`src/rtl/dac712_interface.sv`:
```
// Parallel-bus front end for a TI DAC712: registers the 16-bit code onto the DAC
// data pins and holds the control lines {A1,A2,WR,CLR} in the transparent-latch code.
module dac712_interface #(
  parameter int unsigned DATA_WIDTH        = 16,
  parameter logic [3:0]  LATCH_TRANSPARENT = 4'b1101,
  parameter logic [3:0]  DO_NOTHING        = 4'b1111
) (
  input  logic                  clk,
  input  logic                  rst,
  input  logic [DATA_WIDTH-1:0] send_value,
  output logic [DATA_WIDTH-1:0] dac_output,
  output logic [3:0]            ic_com
);

  // Hold mode is reserved for a later revision; the latch is always kept transparent.
  localparam logic HOLD_MODE = 1'b0;

  logic [DATA_WIDTH-1:0] dac_output_q, dac_output_d;
  logic [3:0]            ic_com_q, ic_com_d;

  always_comb begin
    dac_output_d = send_value;
    ic_com_d     = HOLD_MODE ? DO_NOTHING : LATCH_TRANSPARENT;
  end

  always_ff @(posedge clk or posedge rst) begin
    if (rst) begin
      dac_output_q <= '0;
      ic_com_q     <= LATCH_TRANSPARENT;
    end else begin
      dac_output_q <= dac_output_d;
      ic_com_q     <= ic_com_d;
    end
  end

  assign dac_output = dac_output_q;
  assign ic_com     = ic_com_q;

endmodule

```
`config.mk`:
```
export PLATFORM = sky130hd
export DESIGN_NAME = dac712_interface
export DESIGN_NICKNAME = d
export VERILOG_FILES = /design/src/rtl/dac712_interface.sv
export SDC_FILE = /design/constraint.sdc
export NUM_CORES = 1
export LEC_CHECK = 0
export ABC_AREA = 1
export CORE_MARGIN = 5
export CORE_UTILIZATION = 28
export CTS_BUF_LIST = sky130_fd_sc_hd__clkbuf_8
export CTS_CLUSTER_DIAMETER = 150
export DETAILED_ROUTE_END_ITERATION = 7
export HOLD_SLACK_MARGIN = 0.15
export PLACE_DENSITY_LB_ADDON = 0.12
export SKIP_CTS_REPAIR_TIMING = 1
export SYNTH_ARGS = -nofsm -noshare
export SYNTH_HDL_FRONTEND = slang
export SYNTH_SLANG_ARGS = --single-unit
export TNS_END_PERCENT = 30
```
`constraint.sdc`:
```
create_clock -name clk -period 0.8 [get_ports clk]
set_input_delay 0.24 -clock clk [delete_from_list [all_inputs] [get_ports clk]]
set_output_delay 0.24 -clock clk [all_outputs]
set_load 0.05 [all_outputs]
```
==> impl_metrics.prom <==
# TYPE chip_impl_metric gauge
chip_impl_info{name="status",value="finished, violations left"} 1
chip_impl_info{name="failed_checks",value="negative setup slack"} 1
chip_impl_metric{name="final_critical_path_setup_slack",unit="ps"} -247
chip_impl_metric{name="via_count",unit=""} 291
chip_impl_metric{name="postPlaceCellArea",unit="um2"} 950
chip_impl_metric{name="report.final.setup_viol",unit=""} 16
chip_impl_metric{name="fraction_of_power_consumed_by_sequential_logic",unit="%"} 46.0
chip_impl_metric{name="drcViolationCount",unit=""} 0
chip_impl_metric{name="via_count_of_the_first_global_routing_pass",unit=""} 323
chip_impl_metric{name="combinational_share_of_power",unit="%"} 24.2
chip_impl_metric{name="clock.fmax",unit="GHz"} 0.955
chip_impl_info{name="busiest_layer",value="met2"} 1
chip_impl_metric{name="p_leak",unit="nW"} 0.454
chip_impl_metric{name="cts-root-to-sink-buffers",unit=""} 2
chip_impl_info{name="rsz_0062_raised_after_global_routing",value="true"} 1
chip_impl_metric{name="row_count",unit=""} 14
chip_impl_metric{name="synth_area",unit="um2"} 442
chip_impl_metric{name="grtUsageMet3",unit="%"} 3.92
chip_impl_metric{name="filler_cell_count",unit=""} 116
chip_impl_info{name="worst_path_dominant_cell_family",value="flip-flops"} 1
chip_impl_metric{name="avgRoutedWirePerCell",unit="um"} 11.9
chip_impl_metric{name="timing_hold_violations_final",unit=""} 0
chip_impl_metric{name="clock_tree.htree_level_count",unit=""} 1
chip_impl_metric{name="fin_setup_tns",unit="ps"} -3680
chip_impl_metric{name="largest_register_ff_count",unit=""} 16
chip_impl_metric{name="portBuffers",unit=""} 33
chip_impl_info{name="cp_slowest_cell",value="sky130_fd_sc_hd__dfrtp_2"} 1
chip_impl_metric{name="synth_seq_area_share",unit="%"} 90.7
chip_impl_metric{name="cts_buffers",unit=""} 3
chip_impl_metric{name="cts.sinks",unit=""} 16
chip_impl_metric{name="io_pins",unit=""} 38
chip_impl_info{name="clock_tree_from_tritoncts",value="done"} 1
chip_impl_metric{name="critical_path_required",unit="ps"} 560
chip_impl_metric{name="largest_net_degree_at_the_start_of_global_routing",unit=""} 10
chip_impl_metric{name="yosys_register_bits",unit=""} 16
chip_impl_metric{name="track_usage",unit="%"} 7.58
chip_impl_info{name="cp-start-kind",value="flop"} 1
chip_impl_metric{name="avgSynthCellArea",unit="um2"} 19.2
chip_impl_metric{name="antenna_left",unit=""} 0
chip_impl_metric{name="chipHeight",unit="um"} 49.7
chip_impl_metric{name="global_route.usage.met2",unit="%"} 12.9
chip_impl_metric{name="clk_pin_slew",unit="ps"} 60
chip_impl_metric{name="design_power_total",unit="W"} 0.00193
chip_impl_metric{name="overflow",unit=""} 0
chip_impl_metric{name="nets",unit=""} 79
chip_impl_metric{name="power-per-cell-area",unit="nW/um2"} 1940
chip_impl_metric{name="area.growth.synth_to_final",unit="%"} 125
chip_impl_info{name="cts_root_buf",value="sky130_fd_sc_hd__clkbuf_8"} 1
chip_impl_metric{name="dr.pass1.iters",unit=""} 2
chip_impl_metric{name="post-route-cell-area",unit="um2"} 995
chip_impl_metric{name="pre_cts_ws",unit="ps"} 13.5
chip_impl_metric{name="ir_drop",unit="mV"} 1.09
chip_impl_metric{name="gp_congestion",unit=""} 0.641
chip_impl_metric{name="switching_power",unit="W"} 0.000505
chip_impl_metric{name="grt_first_pass_wirelength",unit="um"} 1390
chip_impl_metric{name="drtIter0Drc",unit=""} 1
chip_impl_metric{name="syn-instance-count",unit=""} 23
chip_impl_metric{name="critPathArrivalTime",unit="ps"} 810
chip_impl_metric{name="met1_track_usage_gr",unit="%"} 7.28
chip_impl_metric{name="path_max_fanout",unit=""} 1
chip_impl_metric{name="placeableCoreArea",unit="um2"} 1510
chip_impl_metric{name="min_tclk_post_route",unit="ps"} 1050
chip_impl_metric{name="placedCellCount",unit=""} 72
chip_impl_metric{name="slowest_delay",unit="ps"} 420
chip_impl_metric{name="routed_wirelength",unit="um"} 902
chip_impl_info{name="cp_cell_sequence",value="buf_12"} 1
chip_impl_metric{name="ys_warn_count",unit=""} 0
chip_impl_info{name="worst_setup_path_end_kind",value="primary output"} 1
chip_impl_metric{name="clockPowerShare",unit="%"} 29.8
chip_impl_info{name="hold_path.class",value="primary input to asynchronous set/reset pin"} 1
chip_impl_metric{name="routed_via_density",unit=""} 3.83
chip_impl_metric{name="antenna_found_initial",unit=""} 0
chip_impl_metric{name="initial_utilization",unit="%"} 29.3
chip_impl_metric{name="final-instance-count-excl-fill",unit=""} 76
chip_impl_metric{name="timing.final.crit_share",unit="%"} 131
chip_impl_info{name="final_common_cell",value="sky130_fd_sc_hd__clkdlybuf4s50_1"} 1
chip_impl_metric{name="cap_viol_max_count",unit=""} 0
chip_impl_metric{name="internal_power",unit="W"} 0.00143
chip_impl_metric{name="post_route_cells_drive_above_1_share",unit="%"} 41.7
chip_impl_metric{name="netlist-cell-type-count",unit=""} 4
chip_impl_metric{name="final_max_slew_viol_count",unit=""} 0
chip_impl_metric{name="n_antenna_cell",unit=""} 0
chip_impl_metric{name="switching_share",unit="%"} 26.2
chip_impl_metric{name="die_w",unit="um"} 49.7
chip_impl_metric{name="crit_buf_inv",unit=""} 1
chip_impl_metric{name="dieArea",unit="um2"} 2470
chip_impl_info{name="path_class",value="flop to primary output"} 1
chip_impl_info{name="final_cell_mix",value="17 x sky130_fd_sc_hd__clkdlybuf4s50_1, 16 x sky130_fd_sc_hd__buf_12, 12 x sky130_fd_sc_hd__dfrtp_1"} 1
[Yosys cell counts, drive strengths merged]
| cell | instances | area, um2 |
|---|---|---|
| buf | 4 | 30.0 |
| conb | 2 | 7.51 |
| dfrtp | 16 | 400 |
| inv | 1 | 3.75 |
[worst paths after layout]
check	from	end	slack, ps	cells past startpoint
worst max-delay path	dac_output[12]	dac_output[12]	-250	1
worst min-delay path	rst	dac_output[10]	290	3
max in group asynchronous	rst	dac_output[0]	380	3
min in group clk	send_value[0]	dac_output[0]	430	1
[cell type report]
| class | instances | area (um2) | area share [%] |
|---|---|---|---|
| Inverter | 1 | 3.75 | 0.377 |
| Multi-Input combinational cell | 4 | 15.0 | 1.51 |
| Timing Repair Buffer | 35 | 505 | 50.8 |
| Tap cell | 16 | 20.0 | 2.01 |
| Sequential cell | 16 | 405 | 40.8 |
| Clock buffer | 3 | 41.3 | 4.15 |
| Clock inverter | 1 | 3.75 | 0.377 |
[cell families (layout without fill, tap and decap cells)]
family | count (synthesis) | in the layout | share of synthesized area, %
other cells | 2 | 4 | 1.70
buf+inv | 5 | 40 | 7.65
flops | 16 | 16 | 90.7
[through the flow]
step	util (%)	hold WS (ps)
after floorplan	-	153
after global placement	63.0	530
after detailed placement	63.0	555
after CTS	66.0	294
after global routing	66.0	335
final	66.0	286
[routing by layer]
layer | vias up | part of all wire [%] | wire length [um]
met5 | - | 0 | 0
met4 | 0 | 0 | 0
met3 | 0 | 14 | 123
met2 | 23 | 56 | 504
met1 | 137 | 30 | 274
li1 | 131 | - | -
[power by group through the flow]
stage	Clock [W]	Combinational [W]	Sequential, W
finish	0.000576	0.000468	0.000888
global route	0.000641	0.000484	0.000891
CTS	0.000595	0.000473	0.000889
detailed placement	0	0.000473	0.000903
global placement	0	0.000470	0.000902
floorplan	0	0.0000681	0.00103
(Power assumes the default switching activity.)
